<file path="src/rtl/pla_res_pkg.sv">
// Shared types and sizing for the pipelined PLA restriction evaluator.
// The block's dimensions live here so the top, the projection matrix
// and the testbench all agree on widths.
package pla_res_pkg;

    localparam int N_IN    = 14;  // primary input width
    localparam int N_RES   = 8;   // restricted-space width (rows of lambda)
    localparam int N_TERMS = 16;  // cube slots in the cover
    localparam int N_OUT   = 1;   // output count

    // Address width: wide enough to index the larger of the two tables.
    function automatic int calc_aw(input int n_res, input int n_terms);
        return $clog2((n_res > n_terms) ? n_res : n_terms);
    endfunction

    // Config data width: wide enough for a lambda row or a packed cube.
    function automatic int calc_cw(input int n_in, input int n_res, input int n_out);
        return (n_in > 2 * n_res + n_out) ? n_in : 2 * n_res + n_out;
    endfunction

    localparam int AW = calc_aw(N_RES, N_TERMS);
    localparam int CW = calc_cw(N_IN, N_RES, N_OUT);

    typedef enum logic [1:0] {
        SEL_LAMBDA = 2'd0,
        SEL_CUBE   = 2'd1,
        SEL_POL    = 2'd2,
        SEL_RSVD   = 2'd3
    } cfg_sel_e;

    // One product term: literal mask, literal values, and which outputs it feeds.
    typedef struct packed {
        logic [N_RES-1:0] care;
        logic [N_RES-1:0] val;
        logic [N_OUT-1:0] omask;
    } cube_t;

    localparam int CUBE_W = $bits(cube_t);

endpackage

</file>
<file path="src/rtl/gf2_projection.sv">
// GF(2) projection z = lambda * x: each output bit is the parity of the
// input bits selected by its lambda row. Purely combinational.
module gf2_projection #(
    parameter int N_IN  = 14,
    parameter int N_RES = 8
) (
    input  logic [N_IN-1:0]             x_i,
    input  logic [N_RES-1:0][N_IN-1:0]  lambda_i,
    output logic [N_RES-1:0]            z_o
);

    // AND-XOR plane: one parity tree per restricted variable.
    always_comb begin
        // NOTE: default every comb output before the loop so no path can infer a latch.
        z_o = '0;
        for (int j = 0; j < N_RES; j++) begin
            z_o[j] = ^(x_i & lambda_i[j]);
        end
    end

endmodule

</file>
<file path="src/rtl/pla_res_eval_pipe.sv">
// Streaming evaluator for autosymmetric PLA functions f(x) = f_k(lambda(x)).
// Stage 1 projects x through lambda, stage 2 matches the cube cover,
// stage 3 ORs matching cubes per output and applies polarity.
// Configuration is only accepted while the pipe is empty, so stored
// tables never change under in-flight data.
module pla_res_eval_pipe
    import pla_res_pkg::*;
(
    input  logic             clk,
    input  logic             rst,
    input  logic             cfg_we,
    input  logic [1:0]       cfg_sel,
    input  logic [AW-1:0]    cfg_addr,
    input  logic [CW-1:0]    cfg_data,
    output logic             cfg_ready,
    output logic             cfg_err,
    input  logic             in_valid,
    output logic             in_ready,
    input  logic [N_IN-1:0]  in_x,
    output logic             out_valid,
    input  logic             out_ready,
    output logic [N_OUT-1:0] out_y
);

    localparam int AW1 = AW + 1;
    localparam int LW  = (N_RES > 1) ? $clog2(N_RES) : 1;
    localparam int TW  = (N_TERMS > 1) ? $clog2(N_TERMS) : 1;

    // Configuration storage
    logic [N_RES-1:0][N_IN-1:0] lambda_q, lambda_d;
    cube_t [N_TERMS-1:0]        cube_q, cube_d;
    logic [N_OUT-1:0]           pol_q, pol_d;
    logic                       cfg_err_q, cfg_err_d;

    // Pipeline state
    logic                       v1_q, v1_d;
    logic                       v2_q, v2_d;
    logic                       v3_q, v3_d;
    logic [N_RES-1:0]           z1_q, z1_d;
    logic [N_TERMS-1:0]         m2_q, m2_d;
    logic [N_OUT-1:0]           y_q, y_d;

    // Combinational datapath and control
    cfg_sel_e                   sel;
    logic                       addr_ok;
    logic                       cfg_accept;
    logic                       en;
    logic                       accept;
    logic [N_RES-1:0]           z;
    logic [N_TERMS-1:0]         m;
    logic [N_OUT-1:0]           y;

    assign sel        = cfg_sel_e'(cfg_sel);
    assign cfg_ready  = !v1_q && !v2_q && !v3_q;
    assign cfg_accept = cfg_we && cfg_ready && addr_ok;
    assign cfg_err_d  = cfg_we && !cfg_accept;

    // A full output register that is not being drained freezes the whole pipe.
    assign en       = !(v3_q && !out_ready);
    assign in_ready = en && !cfg_we;
    assign accept   = in_valid && in_ready;

    assign out_valid = v3_q;
    assign out_y     = y_q;
    assign cfg_err   = cfg_err_q;

    // Decode whether the write target exists; the reserved select never does.
    always_comb begin
        addr_ok = 1'b0;
        case (sel)
            SEL_LAMBDA: addr_ok = ({1'b0, cfg_addr} < AW1'(N_RES));
            SEL_CUBE:   addr_ok = ({1'b0, cfg_addr} < AW1'(N_TERMS));
            SEL_POL:    addr_ok = 1'b1;
            default:    addr_ok = 1'b0;
        endcase
    end

    // Next state of the configuration tables for an accepted write.
    always_comb begin
        lambda_d = lambda_q;
        cube_d   = cube_q;
        pol_d    = pol_q;
        if (cfg_accept) begin
            case (sel)
                SEL_LAMBDA: lambda_d[cfg_addr[LW-1:0]] = cfg_data[N_IN-1:0];
                SEL_CUBE:   cube_d[cfg_addr[TW-1:0]]   = cube_t'(cfg_data[CUBE_W-1:0]);
                SEL_POL:    pol_d                      = cfg_data[N_OUT-1:0];
                default:    ;
            endcase
        end
    end

    // Stage 1 datapath: project the incoming vector into the restricted space.
    gf2_projection #(
        .N_IN  (N_IN),
        .N_RES (N_RES)
    ) u_proj (
        .x_i      (in_x),
        .lambda_i (lambda_q),
        .z_o      (z)
    );

    // Stage 2 datapath: a cube matches when every cared literal agrees with z.
    always_comb begin
        m = '0;
        for (int t = 0; t < N_TERMS; t++) begin
            m[t] = &(~(z1_q ^ cube_q[t].val) | ~cube_q[t].care);
        end
    end

    // Stage 3 datapath: OR the matching cubes routed to each output, then flip by polarity.
    always_comb begin
        y = '0;
        for (int o = 0; o < N_OUT; o++) begin
            for (int t = 0; t < N_TERMS; t++) begin
                y[o] = y[o] | (m2_q[t] & cube_q[t].omask[o]);
            end
            y[o] = y[o] ^ pol_q[o];
        end
    end

    // Pipeline advance: every stage moves together on en, otherwise holds.
    always_comb begin
        v1_d = en ? accept : v1_q;
        v2_d = en ? v1_q   : v2_q;
        v3_d = en ? v2_q   : v3_q;
        z1_d = (en && accept) ? z : z1_q;
        m2_d = (en && v1_q)   ? m : m2_q;
        y_d  = (en && v2_q)   ? y : y_q;
    end

    // Configuration registers; reset restores identity lambda and an empty cover.
    always_ff @(posedge clk or posedge rst) begin
        if (rst) begin
            // NOTE: the tables are reset on purpose; their power-on contents define the default function.
            for (int j = 0; j < N_RES; j++) begin
                lambda_q[j] <= N_IN'(1) << j;
            end
            cube_q    <= '0;
            pol_q     <= '0;
            cfg_err_q <= 1'b0;
        end else begin
            // NOTE: sequential state uses non-blocking assignments so every register samples pre-edge values.
            lambda_q  <= lambda_d;
            cube_q    <= cube_d;
            pol_q     <= pol_d;
            cfg_err_q <= cfg_err_d;
        end
    end

    // Valid bits and stage data registers; reset discards anything in flight.
    always_ff @(posedge clk or posedge rst) begin
        if (rst) begin
            v1_q <= 1'b0;
            v2_q <= 1'b0;
            v3_q <= 1'b0;
            z1_q <= '0;
            m2_q <= '0;
            y_q  <= '0;
        end else begin
            v1_q <= v1_d;
            v2_q <= v2_d;
            v3_q <= v3_d;
            z1_q <= z1_d;
            m2_q <= m2_d;
            y_q  <= y_d;
        end
    end

endmodule

</file>
<file path="config.mk">
export PLATFORM = sky130hd
export DESIGN_NAME = pla_res_eval_pipe
export DESIGN_NICKNAME = d
export VERILOG_FILES = /design/src/rtl/pla_res_pkg.sv /design/src/rtl/gf2_projection.sv /design/src/rtl/pla_res_eval_pipe.sv
export SDC_FILE = /design/constraint.sdc
export NUM_CORES = 1
export LEC_CHECK = 0
export ABC_AREA = 1
export BUFFER_PORTS_ARGS = -buffer_cell sky130_fd_sc_hd__buf_2
export CELL_PAD_IN_SITES_DETAIL_PLACEMENT = 1
export CELL_PAD_IN_SITES_GLOBAL_PLACEMENT = 2
export CORE_MARGIN = 10
export CORE_UTILIZATION = 40
export DETAILED_ROUTE_END_ITERATION = 10
export PLACE_DENSITY = 0.82
export SYNTH_ARGS = -nofsm -noshare
export SYNTH_HDL_FRONTEND = slang
export SYNTH_HIERARCHICAL = 1
export SYNTH_SLANG_ARGS = --single-unit
</file>
<file path="constraint.sdc">
create_clock -name clk -period 19.66 [get_ports clk]
set_input_delay 2.949 -clock clk [delete_from_list [all_inputs] [get_ports clk]]
set_output_delay 2.949 -clock clk [all_outputs]
set_load 0.1 [all_outputs]
</file>
==> summary.md, run 1 <==
| Metric | Value |
|---|---|
| Outcome | finished clean |
| Filler Cells Inserted | roughly 6300 |
| Synth Area in XOR/XNOR | around 1.3% |
| PwrDens | approximately 100 mW/mm² |
| Core ar. | just over 0.05 mm² |
| Most frequent cells in the layout | nand2_1 (1264), dfrtp_1 (404), o21ai_1 (385) |
| PortBufs | between 40 and 50 |
| Yosys cell types | 29 |
| Final setup vio count | 0 |
| Worst skew pair latency | ~0.60 ns |
| Fin. max-slew vios | 0 |
| Area Overhead vs Synth | 11.0% |
| Worst setup SP type | input port |
| Layout Nets | between 2000 and 3000 |
| Synthesized cell area | 0.0206 mm² |
| Design area | around 0.023 mm² |
| CTS sink cnt | slightly above 400 |
| Final WS setup | 12.73 ns |
| Clock Path Buffers | 3 |
| Req. time, crit path | approximately 17 ns |
| Antenna viol nets, final | 0 |
| Worst slew pin tran | 1.27 ns |
| Cells after Synth | 2748 |
| Reg2reg path depth | 5 |
| Worst slack, placed | around 13 ns |
| GR Util All Layers | 21.2% |
| Crit path arrival time | slightly below 4 ns |
| Iteration-0 DRC Markers | ~1100 |
| Drt total wl | about 64 mm |
| Via count of the first global-routing pass | 18100 |
| Starting Density | 40.3% |
| Rows | 83 |
| Final hold vios | 0 |
| First-pass iteration count of the detailed router | 4 |
| Mean Syn Cell Area | ~7.5 µm² |
| Multiplexer share of the synthesized area | 0.328% |
| CTS H-tree lvls | 2 |
| RSZ-0062 raised after global routing | false |
| Post-CTS resize count | 0 |
| Final core utilization | around 45% |
| Pleak | around 0.012 µW |
| Crit path max fanout | 5 |
| Total Negative Setup Slacks | 0 ns |
| Final GP Congestion | a little under 0.8 |
| Sequential area share after synthesis | between 50 and 60% |
| Kind of critical path | input port to primary output |
| CTS clock-pin slew for the worst setup and hold paths | 0.06 ns |
| First-pass GRT wire length | approximately 100 mm |
| Cts hold-fix bufs | 0 |
| Slew HR | between 10% and 20% |
| Proportion of layout cells with a drive suffix above 1 | 9.69% |
| Post-DR wirelength/cell | 18.7 µm |
| Simple-Gate Fraction of Synth Area | around 30% |
| Routed via count | roughly 18000 |
| Fmax | 144 MHz |
| Worst Hold Class | register to register |
| Hpwl dp | around 39 mm |
| Largest net degree at the start of global routing | approximately 170 |
| CTS Root Cell | clkbuf_16 |
| #FFs+latches synth | approximately 410 |
| Post-DP Area | between 0.02 and 0.025 mm² |
| Vias/cell | 5.16 |
| Die width | 247 µm |
| Fin crit period | just under 7 ns |
| Setup Buffers After CTS | 0 |
| DRC violations left | 0 |
| Setup Skew | about 0.017 ns |
| CTS Buf Count | 48 |
| Chip height | between 200 and 250 µm |
| Synthesis Warnings | 6 |
| Initial antenna violation count | 1 |
| Hold Path Depth | 2 |
| Largest family of logic cells by synthesized area | simple AND/OR/NAND/NOR gates |
| Worst VDD drop | about 0.062 mV |
| Most common cell after layout, fill and taps aside | nand2_1 |
| Adder-cell share of the synthesized area | 0.243% |
| Post-Syn Nets | ~2800 |
| Post-route clock period utilization | 35.3% |
| TritonCTS clock tree | built |
| Max-cap violations | 0 |
| Congestion Overflow GR | 0 |
| Overall die area | approximately 0.06 mm² |
| Num ports | 47 |
| Synth Area in Compound Gates | between 10 and 15% |
| CP Capture Type | primary output |
==> cells in the mapped netlist, drive strengths merged <==
library cell	number	area share (%)
nand2	1273	23
o21ai	420	10
dfrtp	406	49
inv	146	2.7
nor2	109	2.1
nand3	100	3.5
clkbuf	73	1.3
buf	69	1.8
or2	34	1.0
a21oi	28	0.68
nor3	25	0.61
xor2	25	1.1
o22ai	12	0.36
dfstp	8	1.0
nand4	7	0.21
mux2	6	0.33
ha	4	0.24
xnor2	3	0.24
==> flip-flops by register name (all words and copies together) (netlist names) <==
register,count
out_valid,1
lambda_q,112
cfg_err,1
z1_q,8
v1_q,1
m2_q,16
v2_q,1
cube_q,272
pol_q,1
out_y,1
==> power breakdown <==
group / switching (µW) / internal (µW)
logic: 296 / 136
clock network: 374 / 573
registers: 68.4 / 925
total: 738 / 1630
==> cell families (layout without fill, tap and decap cells) <==
| logic type | count (synthesis) | in the layout |
|---|---|---|
| multiplexers | 6 | 6 |
| other | 0 | 2 |
| AND/OR/NAND/NOR | 1548 | 1548 |
| buffers and inverters | 288 | 296 |
| XOR/XNOR | 28 | 28 |
| flip-flops | 414 | 414 |
| adder cells (fa/ha/maj) | 4 | 4 |
| AO/OA/AOI/OAI | 460 | 460 |
==> cell type report <==
cell class	count	area [µm²]	share of cell area, %
clock buffer	75	1450	6.36
antenna	2	5.00	0.0219
tap	680	851	3.72
sequential	414	10400	45.3
inverter	146	556	2.43
timing repair buffer	65	385	1.68
clock inverter	10	205	0.897
multi-input combinational	2046	9040	39.5
==> worst max-delay path, cell delays in order <==
cell	delay, ns
buf_2	0.12
nor2_1	0.43
nor2_1	0.14
buf_2	0.33
==> stage by stage <==
stage / std cells / hold slack [ns] / total power (µW)
2_1_floorplan: 2748 / 0.449 / 1290
3_3_place_gp: 3351 / 0.462 / 1420
3_5_place_dp: 3351 / 0.467 / 1440
4_1_cts: 3436 / 0.476 / 2400
5_1_grt: 3436 / 0.494 / 2490
6_report: 3438 / 0.473 / 2370
==> final timing paths <==
path	start	endpoint	slack [ns]
hold reg to reg	lambda_q[45]	lambda_q[45]	0.47
max in group asynchronous	rst	lambda_q[27]	15.65
hold / removal	lambda_q[45]	lambda_q[45]	0.47
min in group asynchronous	rst	cube_q[149]	2.46
setup / recovery	out_ready	in_ready	12.73
setup reg to reg	out_valid	cube_q[98]	16.48
==> per-layer routing <==
metal | global-route usage [%] | share of wire, % | vias up
met5 | 0 | 0 | -
met3 | 2.54 | 3.6 | 110
met1 | 28.0 | 46 | 8747
met4 | 7.60 | 3.3 | 0
li1 | - | - | 8660
met2 | 35.4 | 47 | 238
(Power assumes the default switching activity.)
==> run 2, diff against run 1 <==
Settings changed: CORE_UTILIZATION 40 to 37, PLACE_DENSITY 0.82 to 0.76.
Clock period 19.66 ns to 6.9 ns, I/O delays scaled along.
==> run 2 against run 1 <==
  * Sequential share of layout area hardly changed
  * First-iteration DRC count is 7.4% lower
  * Utilization is 3.1 points lower
  * Die area is 7.4% higher
  * Non-clock buffer count is 3 higher
  * Sequential power grew to 2.8 times the previous value
  * Clock power grew to 2.7 times the previous value
  * Critical path depth is 5 higher
  * Combinational power grew to 3.1 times the previous value
==> summary.md, run 2 (synthesis gave the netlist of run 1 again) <==
| Metric | Value |
|---|---|
| Post-route clock period utilization | between 50% and 60% |
| Total Negative Setup Slacks | 0 ns (unchanged) |
| Post-DP Area | 0.0213 mm² (was 0.0212 mm²) |
| Final hold vios | 0 (unchanged) |
| Clock Path Buffers | 3 (unchanged) |
| FF-to-FF setup slack | 3.71 ns (was 16.48 ns) |
| Routed via count | 17800 (about the same) |
| Design area | 0.0229 mm² (about the same) |
| Worst Hold Class | register to register (unchanged) |
| Crit path cell chain | buf_2 -> inv_1 -> ha_1 -> inv_2 -> nor2_1 -> o21ai_2 -> nor2_8 -> nand3_1 -> o21ai_1 (was buf_2 -> nor2_1 -> nor2_1 -> buf_2) |
| Critical-path cell with the highest stage delay | nand3_1 (was nor2_1) |
| Final Non-Filler Cells | 3505 (was 3438) |
| Setup Buffers After CTS | 0 (unchanged) |
| Pleak | 0.0115 µW (was 0.0116 µW) |
| CTS Root Cell | clkbuf_16 (unchanged) |
| Most frequent cells in the layout | nand2_1 (1264), dfrtp_1 (406), o21ai_1 (385) (was nand2_1 (1264), dfrtp_1 (404), o21ai_1 (385)) |
| Req. time, crit path | 7.36 ns (was 16.71 ns) |
| CP Capture Type | register (was primary output) |
| Top delay family on crit path | simple AND/OR/NAND/NOR gates (unchanged) |
| TritonCTS clock tree | built (unchanged) |
| Regs by FF count | cube_q (272), lambda_q (112), m2_q (16) (unchanged) |
| GR Util All Layers | 20.3% (was 21.2%) |
| Fin. max-slew vios | 0 (unchanged) |
| Final GP Congestion | 0.797 (was 0.792) |
| Placed insts | 3422 (was 3351) |
| Via count of the first global-routing pass | 18200 (was 18100) |
| Hold path startpoint | lambda_q[60] (was lambda_q[45]) |
| Fin crit period | between 3 and 4 ns |
| Drt total wl | 66.8 mm (was 64.4 mm) |
| CTS Buf Count | 48 (unchanged) |
| Layout Nets | 2770 (was 2767) |
| Worst Hold Path EP | lambda_q[60] (was lambda_q[45]) |
| Congestion Overflow GR | 0 (unchanged) |
| Antenna viol nets, final | 0 (unchanged) |
| Reg2reg path depth | 5 (unchanged) |
| First-pass iteration count of the detailed router | 4 (unchanged) |
| Hold Path Depth | 2 (unchanged) |
| R2R Path End | cube_q[94] (was cube_q[98]) |
| Slew HR | 19.7% (was 14.9%) |
| PortBufs | 46 (unchanged) |
| Worst setup SP type | input port (unchanged) |
| CTS H-tree lvls | 2 (unchanged) |
| Num ports | 47 (unchanged) |
| Rows | 86 (was 83) |
| Worst VDD drop | 0.175 mV (was 0.0620 mV) |
| Outcome | finished clean (unchanged) |
| Final Power | 6640 µW (was 2370 µW) |
| Overall die area | 0.0655 mm² (was 0.0610 mm²) |
| Kind of critical path | input port to register (was input port to primary output) |
| Area Overhead vs Synth | 11.1% (was 11.0%) |
| Proportion of layout cells with a drive suffix above 1 | 9.54% (was 9.69%) |
| CTS clock-pin slew for the worst setup and hold paths | 0.06 ns (about the same) |
| Core ar. | 0.0551 mm² (was 0.0512 mm²) |
| Worst slack, placed | 2.34 ns (was 12.74 ns) |
| Max-cap violations | 0 (unchanged) |
| Chip height | 256 µm (was 247 µm) |
| First-pass GRT wire length | 104 mm (was 101 mm) |
| RSZ-0062 raised after global routing | false (unchanged) |
| Cts hold-fix bufs | 0 (unchanged) |
| Max incr delay on CP | 1.04 ns (was 0.43 ns) |
| Crit path max fanout | 34 (was 5) |
| PwrDens | 290 mW/mm² (was 104 mW/mm²) |
| Final setup vio count | 0 (unchanged) |
| Post-CTS resize count | 0 (unchanged) |
| Worst skew pair latency | 0.58 ns (was 0.60 ns) |
| DRC violations left | 0 (unchanged) |
| Most common cell after layout, fill and taps aside | nand2_1 (unchanged) |
| Largest net degree at the start of global routing | 167 (was 166) |
| Iteration-0 DRC Markers | 998 (was 1078) |
| Reg2reg start | out_valid (unchanged) |
| Starting Density | 37.4% (was 40.3%) |
| Final WS setup | 2.95 ns (was 12.73 ns) |
| Initial antenna violation count | 0 (was 1) |
| Crit path arrival time | 4.42 ns (was 3.98 ns) |
| Vias/cell | 5.07 (was 5.16) |
| Hpwl dp | 40.2 mm (was 39.0 mm) |
| CTS sink cnt | 414 (unchanged) |
| Setup Skew | 0.0114 ns (was 0.0166 ns) |
| Max reg flops | 272 (unchanged) |
| Post-DR wirelength/cell | 19.0 µm (was 18.7 µm) |
| Worst slew pin tran | 1.20 ns (was 1.27 ns) |
| Antenna Cells | 0 (was 2) |
| Fmax | approximately 250 MHz |
| Die width | 256 µm (was 247 µm) |
| Top reg by flops | cube_q (unchanged) |
| CP Buf/Inv Count | 3 (was 2) |
-- run 2: cell types whose count changed in the layout (fill, tap and decap cells not counted), moves of 2 or more --
| cell | before | now |
|---|---|---|
| bufinv_16 | 5 | 3 |
| inv_16 | 2 | 0 |
| buf_4 | 18 | 20 |
| dfrtp_1 | 404 | 406 |
| inv_1 | 98 | 102 |
| inv_6 | 0 | 2 |
| diode_2 | 2 | 0 |
| inv_2 | 45 | 42 |
| dfrtp_2 | 2 | 0 |
-- run 2: worst max-delay path by stage --
stage,start,to,cells past startpoint
5_1_grt,cfg_sel[0],cube_q[94],9
3_3_place_gp,cfg_sel[0],cube_q[5],10
4_1_cts,cfg_sel[1],cube_q[94],9
3_5_place_dp,cfg_sel[1],cube_q[1],10
2_1_floorplan,rst,cfg_err,1
6_report,cfg_sel[0],cube_q[94],9
-- run 2: layout make-up --
cell class,count,area (µm²)
flip-flops and latches,414,10400
multi-input cells,2046,9050
fillers,6836,32200
repair buffers,68,420
clock inverters,8,123
inverters,146,552
clock buffers,75,1440
well taps,748,936
-- run 2: routing by layer --
metal  vias up  GRT usage, %  wire length (µm)
li1       8660             -                 -
met1      8778          26.5             31000
met2       251          35.0             32000
met3        90          2.24              2040
met4         0          5.84              1710
met5         -             0                 0
-- run 2: power breakdown --
part	leakage, µW	internal (µW)	switching [µW]
Sequential	0.00564	2640	118
Clock	0.000770	1540	1020
Combinational	0.00513	395	927
-- run 2: metrics by stage --
step	util, %	hold WS, ns
after floorplan	-	0.449
after global placement	38.7	0.464
after detailed placement	38.7	0.466
after CTS	41.6	0.475
after global routing	41.6	0.506
final	41.6	0.474
-- run 2: worst register-to-register path, stage by stage (launching register included) --
cell	delay, ns
dfrtp_1	0.42
inv_1	0.10
nand3_1	0.29
nor2_8	0.74
nand3_1	1.07
o21ai_1	0.46
